File: src/rtl/agc_fetch.sv
// AGC instruction fetch stage: program counter, bank address translation,
// a single outstanding req/gnt/rvalid memory read and a small output FIFO.
module agc_fetch #(
  parameter logic [11:0] RESET_PC   = 12'o4000,
  parameter int          FIFO_DEPTH = 2
) (
  input  logic        clock,
  input  logic        rst_l,
  input  logic [4:0]  fb_bank,
  input  logic [2:0]  eb_bank,
  input  logic        halt,
  input  logic        redirect_valid,
  input  logic [11:0] redirect_pc,
  output logic        mem_req,
  output logic        mem_fixed,
  output logic [14:0] mem_addr,
  input  logic        mem_gnt,
  input  logic        mem_rvalid,
  input  logic [14:0] mem_rdata,
  output logic        instr_valid,
  output logic [14:0] instr,
  output logic [11:0] instr_pc,
  input  logic        instr_ready
);

  localparam int PW = (FIFO_DEPTH > 1) ? $clog2(FIFO_DEPTH) : 1;
  localparam int CW = $clog2(FIFO_DEPTH + 1);

  typedef enum logic [1:0] {IDLE, REQ, WAIT, DROP} state_t;

  state_t         state, state_nxt;
  logic [11:0]    pc;
  logic           xlat_fixed;
  logic [14:0]    xlat_addr;
  logic           in_flight;
  logic           issue;
  logic           push;
  logic           pop;

  logic [CW-1:0]  count;
  logic [PW-1:0]  wr_ptr, rd_ptr;
  logic [26:0]    fifo_mem [FIFO_DEPTH];

  function automatic logic [PW-1:0] ptr_inc(input logic [PW-1:0] p);
    return (int'(p) == FIFO_DEPTH - 1) ? '0 : p + PW'(1);
  endfunction

  assign in_flight   = (state == REQ) || (state == WAIT);
  assign issue       = (state == IDLE) && !halt && !redirect_valid &&
                       ((int'(count) + int'(in_flight)) < FIFO_DEPTH);
  assign pop         = instr_valid && instr_ready;
  assign mem_req     = (state == REQ);
  assign instr_valid = (count != '0);
  assign instr       = fifo_mem[rd_ptr][26:12];
  assign instr_pc    = fifo_mem[rd_ptr][11:0];

  // Z address to physical word: low erasable, switched erasable (EB),
  // switched fixed (FB) and the two fixed-fixed banks 2 and 3.
  always_comb begin
    xlat_fixed = 1'b1;
    xlat_addr  = '0;
    case (pc[11:10])
      2'b00: begin
        xlat_fixed = 1'b0;
        if (pc[9:8] == 2'b11) xlat_addr = {4'b0, eb_bank, pc[7:0]};
        else                  xlat_addr = {5'b0, pc[9:8], pc[7:0]};
      end
      2'b01:   xlat_addr = {fb_bank, pc[9:0]};
      2'b10:   xlat_addr = {5'd2, pc[9:0]};
      default: xlat_addr = {5'd3, pc[9:0]};
    endcase
  end

  always_comb begin
    state_nxt = state;
    push      = 1'b0;
    case (state)
      IDLE: if (issue) state_nxt = REQ;
      REQ: begin
        if (redirect_valid) state_nxt = mem_gnt ? DROP : IDLE;
        else if (mem_gnt)   state_nxt = WAIT;
      end
      WAIT: begin
        if (mem_rvalid) begin
          state_nxt = IDLE;
          push      = !redirect_valid;
        end else if (redirect_valid) begin
          state_nxt = DROP;
        end
      end
      DROP: if (mem_rvalid) state_nxt = IDLE;
      default: state_nxt = IDLE;
    endcase
  end

  // The address is captured on issue so later bank writes cannot disturb it.
  always_ff @(posedge clock or negedge rst_l) begin
    if (!rst_l) begin
      state     <= IDLE;
      pc        <= RESET_PC;
      mem_fixed <= 1'b0;
      mem_addr  <= '0;
    end else begin
      state <= state_nxt;
      if (redirect_valid) pc <= redirect_pc;
      else if (push)      pc <= pc + 12'd1;
      if (issue) begin
        mem_fixed <= xlat_fixed;
        mem_addr  <= xlat_addr;
      end
    end
  end

  always_ff @(posedge clock or negedge rst_l) begin
    if (!rst_l) begin
      count  <= '0;
      wr_ptr <= '0;
      rd_ptr <= '0;
      for (int i = 0; i < FIFO_DEPTH; i++) fifo_mem[i] <= '0;
    end else if (redirect_valid) begin
      count  <= '0;
      wr_ptr <= '0;
      rd_ptr <= '0;
    end else begin
      if (push) begin
        fifo_mem[wr_ptr] <= {mem_rdata, pc};
        wr_ptr           <= ptr_inc(wr_ptr);
      end
      if (pop) rd_ptr <= ptr_inc(rd_ptr);
      if (push && !pop)      count <= count + CW'(1);
      else if (!push && pop) count <= count - CW'(1);
    end
  end

endmodule

File: config.mk
export PLATFORM = sky130hd
export DESIGN_NAME = agc_fetch
export DESIGN_NICKNAME = d
export VERILOG_FILES = /design/src/rtl/agc_fetch.sv
export SDC_FILE = /design/constraint.sdc
export NUM_CORES = 1
export LEC_CHECK = 0
export CORE_ASPECT_RATIO = 0.5
export CORE_UTILIZATION = 45
export DETAILED_ROUTE_END_ITERATION = 7
export GPL_TIMING_DRIVEN = 0
export PLACE_DENSITY = 0.73
export SLEW_MARGIN = 20
export SYNTH_ARGS = -nofsm -noshare
export SYNTH_HDL_FRONTEND = slang
export SYNTH_SLANG_ARGS = --single-unit
File: constraint.sdc
create_clock -name clock -period 5.2 [get_ports clock]
set_clock_uncertainty 0.05 [all_clocks]
set_input_delay 0.78 -clock clock [delete_from_list [all_inputs] [get_ports clock]]
set_output_delay 0.78 -clock clock [all_outputs]
set_load 0.02 [all_outputs]
==> impl_metrics.json, run 1 <==
{
  "drc": 0,
  "diodes": 0,
  "synth_top_cell_area_share": 0.534,
  "synth_top_area_cell": "dfrtp_1",
  "overflow": 0,
  "syn-cell-area_um2": 4080,
  "synthCells": 317,
  "final_util": 0.614,
  "hold_class": "primary input to asynchronous set/reset pin",
  "postCtsResizedCells": 0,
  "grt_pass1_vias": 3038,
  "relSlewSlack": 0.530,
  "multi_input_area_um2": 1740,
  "crit_arrival_ns": 2.38,
  "die_y_um": 69.3,
  "seqPwrFrac": 0.375,
  "yosys_register_bits": 88,
  "clk_pin_slew_ns": 0.06,
  "ioPinCount": 87,
  "critPathRequiredTime_ns": 4.37,
  "cp_cell_sequence": "clkbuf_1 > buf_2 > mux2_2 > clkdlybuf4s50_1",
  "path_delay_family": "buffers and inverters",
  "grt_usage": 0.203,
  "drt_iter0_drc": 138,
  "finalPower_mw": 2.68,
  "vias": 2786,
  "fin_crit_ns": 3.21,
  "grt_start_max_net_pins": 56,
  "start_kind": "flip-flop",
  "gp_congestion": 0.754,
  "grt_first_pass_wirelength_um": 14700,
  "seq_area_um2": 2200,
  "nFillCells": 674,
  "layout.nets": 462,
  "fmax_ghz": 0.311,
  "clk_path_buf_depth": 2,
  "die-area_um2": 9470,
  "power_frac_clock": 0.220,
  "rrSetupSlack_ns": 3.04,
  "htreeDepth": 3,
  "core_area_um2": 8740,
  "start_util": 0.467,
  "cts_setup_buffers": 0,
  "worstMarginPinSlew_ns": 0.704,
  "clkLatencyLatePin_ns": 0.34,
  "first_pass_iters": 4,
  "cts_hold_buf": 0,
  "yosysWarningCount": 0,
  "fin_crit_sh": 0.618,
  "clkSinkCount": 88,
  "leakage_nw": 2.35,
  "wl_per_cell_um": 16.2,
  "dp_hpwl_um": 6370,
  "comb_power_share": 0.405,
  "finalWirelength_um": 8690,
  "ir_worst_vdd_mv": 0.216,
  "drv_slew": 0,
  "finalSetupViolations": 0,
  "drtAntennaViolNets": 0,
  "synth_fp_nets": 365,
  "fp.dieW_um": 137,
  "power_density_nw_per_um2": 500,
  "cts_tree": "yes",
  "cp-end-kind": "output pin",
  "max_stage_delay_ns": 0.54,
  "worst_path_max_delay_cell": "clkdlybuf4s50_1",
  "tns_ns": 0,
  "intPower_mw": 1.80,
  "swShare": 0.329,
  "antenna_found_initial": 0,
  "rsz0062_at_grt": "no",
  "finalHoldViolations": 0,
  "synthDistinctLibCells": 34,
  "outcome": "complete, no violations",
  "p_sw_uw": 883,
  "portBuffers": 85,
  "detail_route.vias_per_cell": 5.20,
  "rows": 24,
  "root_buffer": "clkbuf_16",
  "path_max_fanout": 10,
  "path_class": "flip-flop to output pin",
  "final_layout_size_suffix_gt1_frac": 0.294,
  "yosysSeqAreaShare": 0.540,
  "synthTopCellsByArea": "dfrtp_1, mux2_2, o21ai_0, nand2_1, xnor2_1",
  "cts_inserted_buffers": 9,
  "areaGrowthSynthToFinish_pct": 31.6,
  "crit_buf_inv": 3,
  "maxCapViolations": 0,
  "syn_avg_cell_area_um2": 12.9
}
state kept, by name, summed over array words and instances (netlist names):
name       flops
pc            12
state          2
mem_fixed      1
rd_ptr         1
mem_addr      15
fifo_mem      54
wr_ptr         1
count          2
final timing paths:
kind,end,cells after the start,start
setup / recovery,instr[5],4,rd_ptr
hold / removal,fifo_mem[49],1,rst_l
setup reg to reg,fifo_mem[40],6,state[0]
hold reg to reg,mem_addr[10],1,mem_addr[10]
max in group asynchronous,pc[11],2,rst_l
min in group clock,mem_addr[10],1,mem_addr[10]
Yosys cell counts:
cell type,count
a21o_1,1
a21oi_1,4
a222oi_1,1
a311oi_1,1
and2_1,1
buf_2,4
buf_4,2
buf_6,4
clkbuf_1,6
clkinv_4,1
dfrtp_1,87
dfstp_2,1
ha_1,6
inv_1,5
mux2_1,3
mux2_2,88
mux2i_1,1
nand2_1,30
nand2b_1,2
nand3_1,5
nand3_4,1
nand3b_1,3
nand4_1,5
nand4_4,1
nor2_1,5
nor2_2,1
nor2b_1,2
nor3_1,4
nor3_4,1
nor4_1,2
o21ai_0,23
or2_2,1
xnor2_1,9
xor2_1,6
kinds of logic after synthesis:
| logic type | count (synthesis) | synth area share |
|---|---|---|
| AOI/OAI and AO/OA | 30 | 0.0396 |
| xor gates and xnor gates | 15 | 0.0322 |
| adders and majority gates | 6 | 0.0184 |
| buffers and inverters | 22 | 0.0319 |
| DFF | 88 | 0.540 |
| muxes | 92 | 0.254 |
| and+or+nand+nor | 64 | 0.0838 |
stage by stage:
stage / hold slack, ns / instance area [um2] / worst slack (ns) / cells
after CTS: 0.437 / 5370 / 1.96 / 536
final: 0.432 / 5370 / 1.99 / 536
after global routing: 0.459 / 5370 / 1.90 / 536
after floorplan: 0.394 / 4080 / 3.08 / 317
after detailed placement: 0.424 / 5090 / 2.33 / 520
after global placement: 0.408 / 5070 / 0.330 / 519
area by class of cell:
type,count,share of cell area
tap,117,0.0273
clock inverter,7,0.00909
multi-input combinational,207,0.325
inverter,6,0.00513
clock buffer,9,0.0420
sequential,88,0.411
timing repair buffer,86,0.162
buffer,16,0.0191
power groups by stage:
stage	logic [mW]	clock network, mW	registers, mW
2_1_floorplan	0.576	0	1.05
3_3_place_gp	1.07	0	1.00
3_5_place_dp	1.10	0	1.02
4_1_cts	1.10	0.600	1.01
5_1_grt	1.16	0.635	1.03
6_report	1.09	0.590	1.01
layer usage:
| metal | part of all wire | routed length, um | global-route usage |
|---|---|---|---|
| met1 | 0.42 | 3670 | 0.259 |
| met2 | 0.52 | 4510 | 0.338 |
| met3 | 0.042 | 368 | 0.0409 |
| met4 | 0.016 | 143 | 0.0815 |
| met5 | 0 | 0 | 0 |
layout by cell type, fill, tap and decap left out, types with 2 or more instances in the layout:
| cell | n |
|---|---|
| nor2b_1 | 2 |
| xnor2_1 | 9 |
| nand3_1 | 5 |
| buf_6 | 4 |
| a21oi_1 | 4 |
| mux2_1 | 3 |
| clkinv_4 | 2 |
| clkbuf_1 | 6 |
| nor2_1 | 5 |
| clkbuf_16 | 9 |
| nand3b_1 | 3 |
| buf_2 | 4 |
| clkinvlp_4 | 4 |
| xor2_1 | 6 |
| nor3_1 | 4 |
| nand4_1 | 5 |
| inv_1 | 5 |
| nor4_1 | 2 |
| nand2_1 | 30 |
| dfrtp_1 | 87 |
| clkdlybuf4s50_1 | 84 |
| mux2_2 | 88 |
| buf_4 | 3 |
| o21ai_0 | 23 |
| clkinv_2 | 2 |
| nand2b_1 | 2 |
| ha_1 | 6 |
No activity file was read; power rests on OpenSTA's default activity.
==> inputs of run 2 (changes only) <==
PLACE_DENSITY = 0.76   (was 0.73)
clock period = 2.61 ns   (was 5.2 ns; I/O delays follow)
==> run 2 against run 1 <==
Clock power up 140%. Core utilization is 0.86 points higher. Sequential power increased by 100%. Via count is 0.36% lower. Die area unchanged. Final cell count unchanged. Worst setup slack got worse by 1.9 ns. Critical path depth fell by 1. Non-clock buffer count unchanged. Global-route usage is 0.16 points lower. Critical path type unchanged. Highest routed layer unchanged.
==> impl_metrics.json, run 2 (same netlist as run 1, synthesis figures left out) <==
{
  "outcome": "complete, no violations",
  "htreeDepth": 3,
  "path_class": "flip-flop to output pin",
  "critPathRequiredTime_ns": 2.17,
  "start_util": 0.467,
  "diodes": 0,
  "whs_path_depth": 2,
  "vias": 2776,
  "power_frac_clock": 0.251,
  "worstReg2RegEnd": "fifo_mem[33]",
  "leakage_nw": 2.40,
  "hold_start": "redirect_valid",
  "wl_per_cell_um": 16.1,
  "min_to": "pc[0]",
  "areaGrowthSynthToFinish_pct": 33.4,
  "clk_path_buf_depth": 2,
  "portBuffers": 85,
  "clk_pin_slew_ns": 0.06,
  "hold_class": "primary input to flip-flop",
  "fmax_ghz": 0.397,
  "cts_inserted_buffers": 9,
  "grt_first_pass_wirelength_um": 14600,
  "cts_tree": "yes",
  "ioPinCount": 87,
  "largest_registers": "fifo_mem x54, mem_addr x15, pc x12",
  "die-area_um2": 9470,
  "final_layout_size_suffix_gt1_frac": 0.296,
  "worstMarginPinSlew_ns": 0.513,
  "rr_startpoint": "state[0]",
  "comb_power_share": 0.388,
  "fin_crit_ns": 2.52,
  "ir_worst_vdd_mv": 0.496,
  "finalHoldViolations": 0,
  "root_buffer": "clkbuf_16",
  "core_area_um2": 8740,
  "largest_reg_flops": 54,
  "drc": 0,
  "antenna_found_initial": 0,
  "fin_crit_sh": 0.965,
  "path_max_fanout": 10,
  "finalWirelength_um": 8660,
  "regMostFlops": "fifo_mem",
  "rsz0062_at_grt": "no",
  "maxCapViolations": 0,
  "drtAntennaViolNets": 0,
  "die_y_um": 69.3,
  "first_pass_iters": 4,
  "gp_congestion": 0.761,
  "rrSetupSlack_ns": 0.42,
  "cp-end-kind": "output pin",
  "grt_pass1_vias": 3008,
  "relSlewSlack": 0.657,
  "detail_route.vias_per_cell": 5.18,
  "seqPwrFrac": 0.361,
  "layout_common_cells": "mux2_2, dfrtp_1, clkdlybuf4s50_1",
  "final_common_cell": "mux2_2",
  "grt_usage": 0.201,
  "start_kind": "flip-flop",
  "rows": 24,
  "overflow": 0,
  "final_util": 0.623,
  "finalSetupViolations": 0,
  "intPower_mw": 3.84,
  "power_density_nw_per_um2": 1030,
  "clkSinkCount": 88,
  "crit_arrival_ns": 2.08,
  "p_sw_mw": 1.75,
  "finalPower_mw": 5.59,
  "dp_hpwl_um": 6320,
  "drv_slew": 0,
  "layout.nets": 462,
  "clkLatencyLatePin_ns": 0.33,
  "post-place-ws_ns": 0.0697,
  "worst_slack_ns": 0.0924,
  "grt_start_max_net_pins": 62,
  "r2r.worst_path.cells": 6,
  "fp.dieW_um": 137,
  "swShare": 0.313,
  "drt_iter0_drc": 114
}
==> run 2: changes by cell type in the layout (fill, tap and decap cells not counted), sizes merged <==
cell / change
buf: -1
bufinv: +2
clkbuf: +2
clkinvlp: -4
dlygate4sd3: +1
==> run 2: per-layer routing <==
metal | wire [um] | global-route usage | share of wire | vias up
met2 | 4440 | 0.356 | 0.51 | 46
li1 | - | - | - | 1306
met4 | 114 | 0.0642 | 0.013 | 0
met5 | 0 | 0 | 0 | -
met3 | 311 | 0.0482 | 0.036 | 12
met1 | 3800 | 0.240 | 0.44 | 1412
==> run 2: stage by stage <==
stage | TNS, ns | hold WS, ns | std cells | cell area (um2)
after floorplan | 0 | 0.0459 | 317 | 4080
after global routing | 0 | 0.245 | 536 | 5440
after detailed placement | 0 | 0.288 | 520 | 5100
final | 0 | 0.252 | 536 | 5440
after CTS | 0 | 0.242 | 536 | 5440
after global placement | -161.43 | 0.408 | 519 | 5070
==> run 2: timing repair <==
action / CTS / global route
gates resized for setup: 1 / 1
hold buffers: 1 / 0
hold endpoints to repair: 27 / 0
gates cloned: 0 / 0
setup endpoints to repair: 19 / 9
setup buffers: 0 / 0
==> run 2: final cells by class <==
cell class              count  area [um2]
plain buffers              15         101
fillers                   681        3300
multi-input cells         207        1740
flip-flops and latches     88        2200
clock buffers              11         253
well taps                 117         146
inverters                   6        27.5
clock inverters             5        78.8
repair buffers             87         886
==> run 2: worst max path at each step <==
stage	from	endpoint	slack (ns)
floorplan	state[0]	state[0]	0.73
global placement	rst_l	fifo_mem[48]	-1.85
detailed placement	rd_ptr	instr[8]	0.07
CTS	rd_ptr	instr[8]	0.03
global route	rd_ptr	instr_pc[9]	0.006
finish	rd_ptr	instr_pc[10]	0.09
==> run 2: power groups by stage <==
stage | clock (mW) | combinational, mW | sequential [mW]
final | 1.40 | 2.17 | 2.02
after global routing | 1.49 | 2.31 | 2.07
after CTS | 1.43 | 2.19 | 2.02
after detailed placement | 0 | 2.19 | 2.03
after global placement | 0 | 2.13 | 1.99
after floorplan | 0 | 1.15 | 2.10
==> run 2: critical path, stage by stage (launching register included) <==
cell and delay (ns):
dfrtp_2 0.51, buf_2 0.31, mux2_2 0.37, clkdlybuf4s50_1 0.54
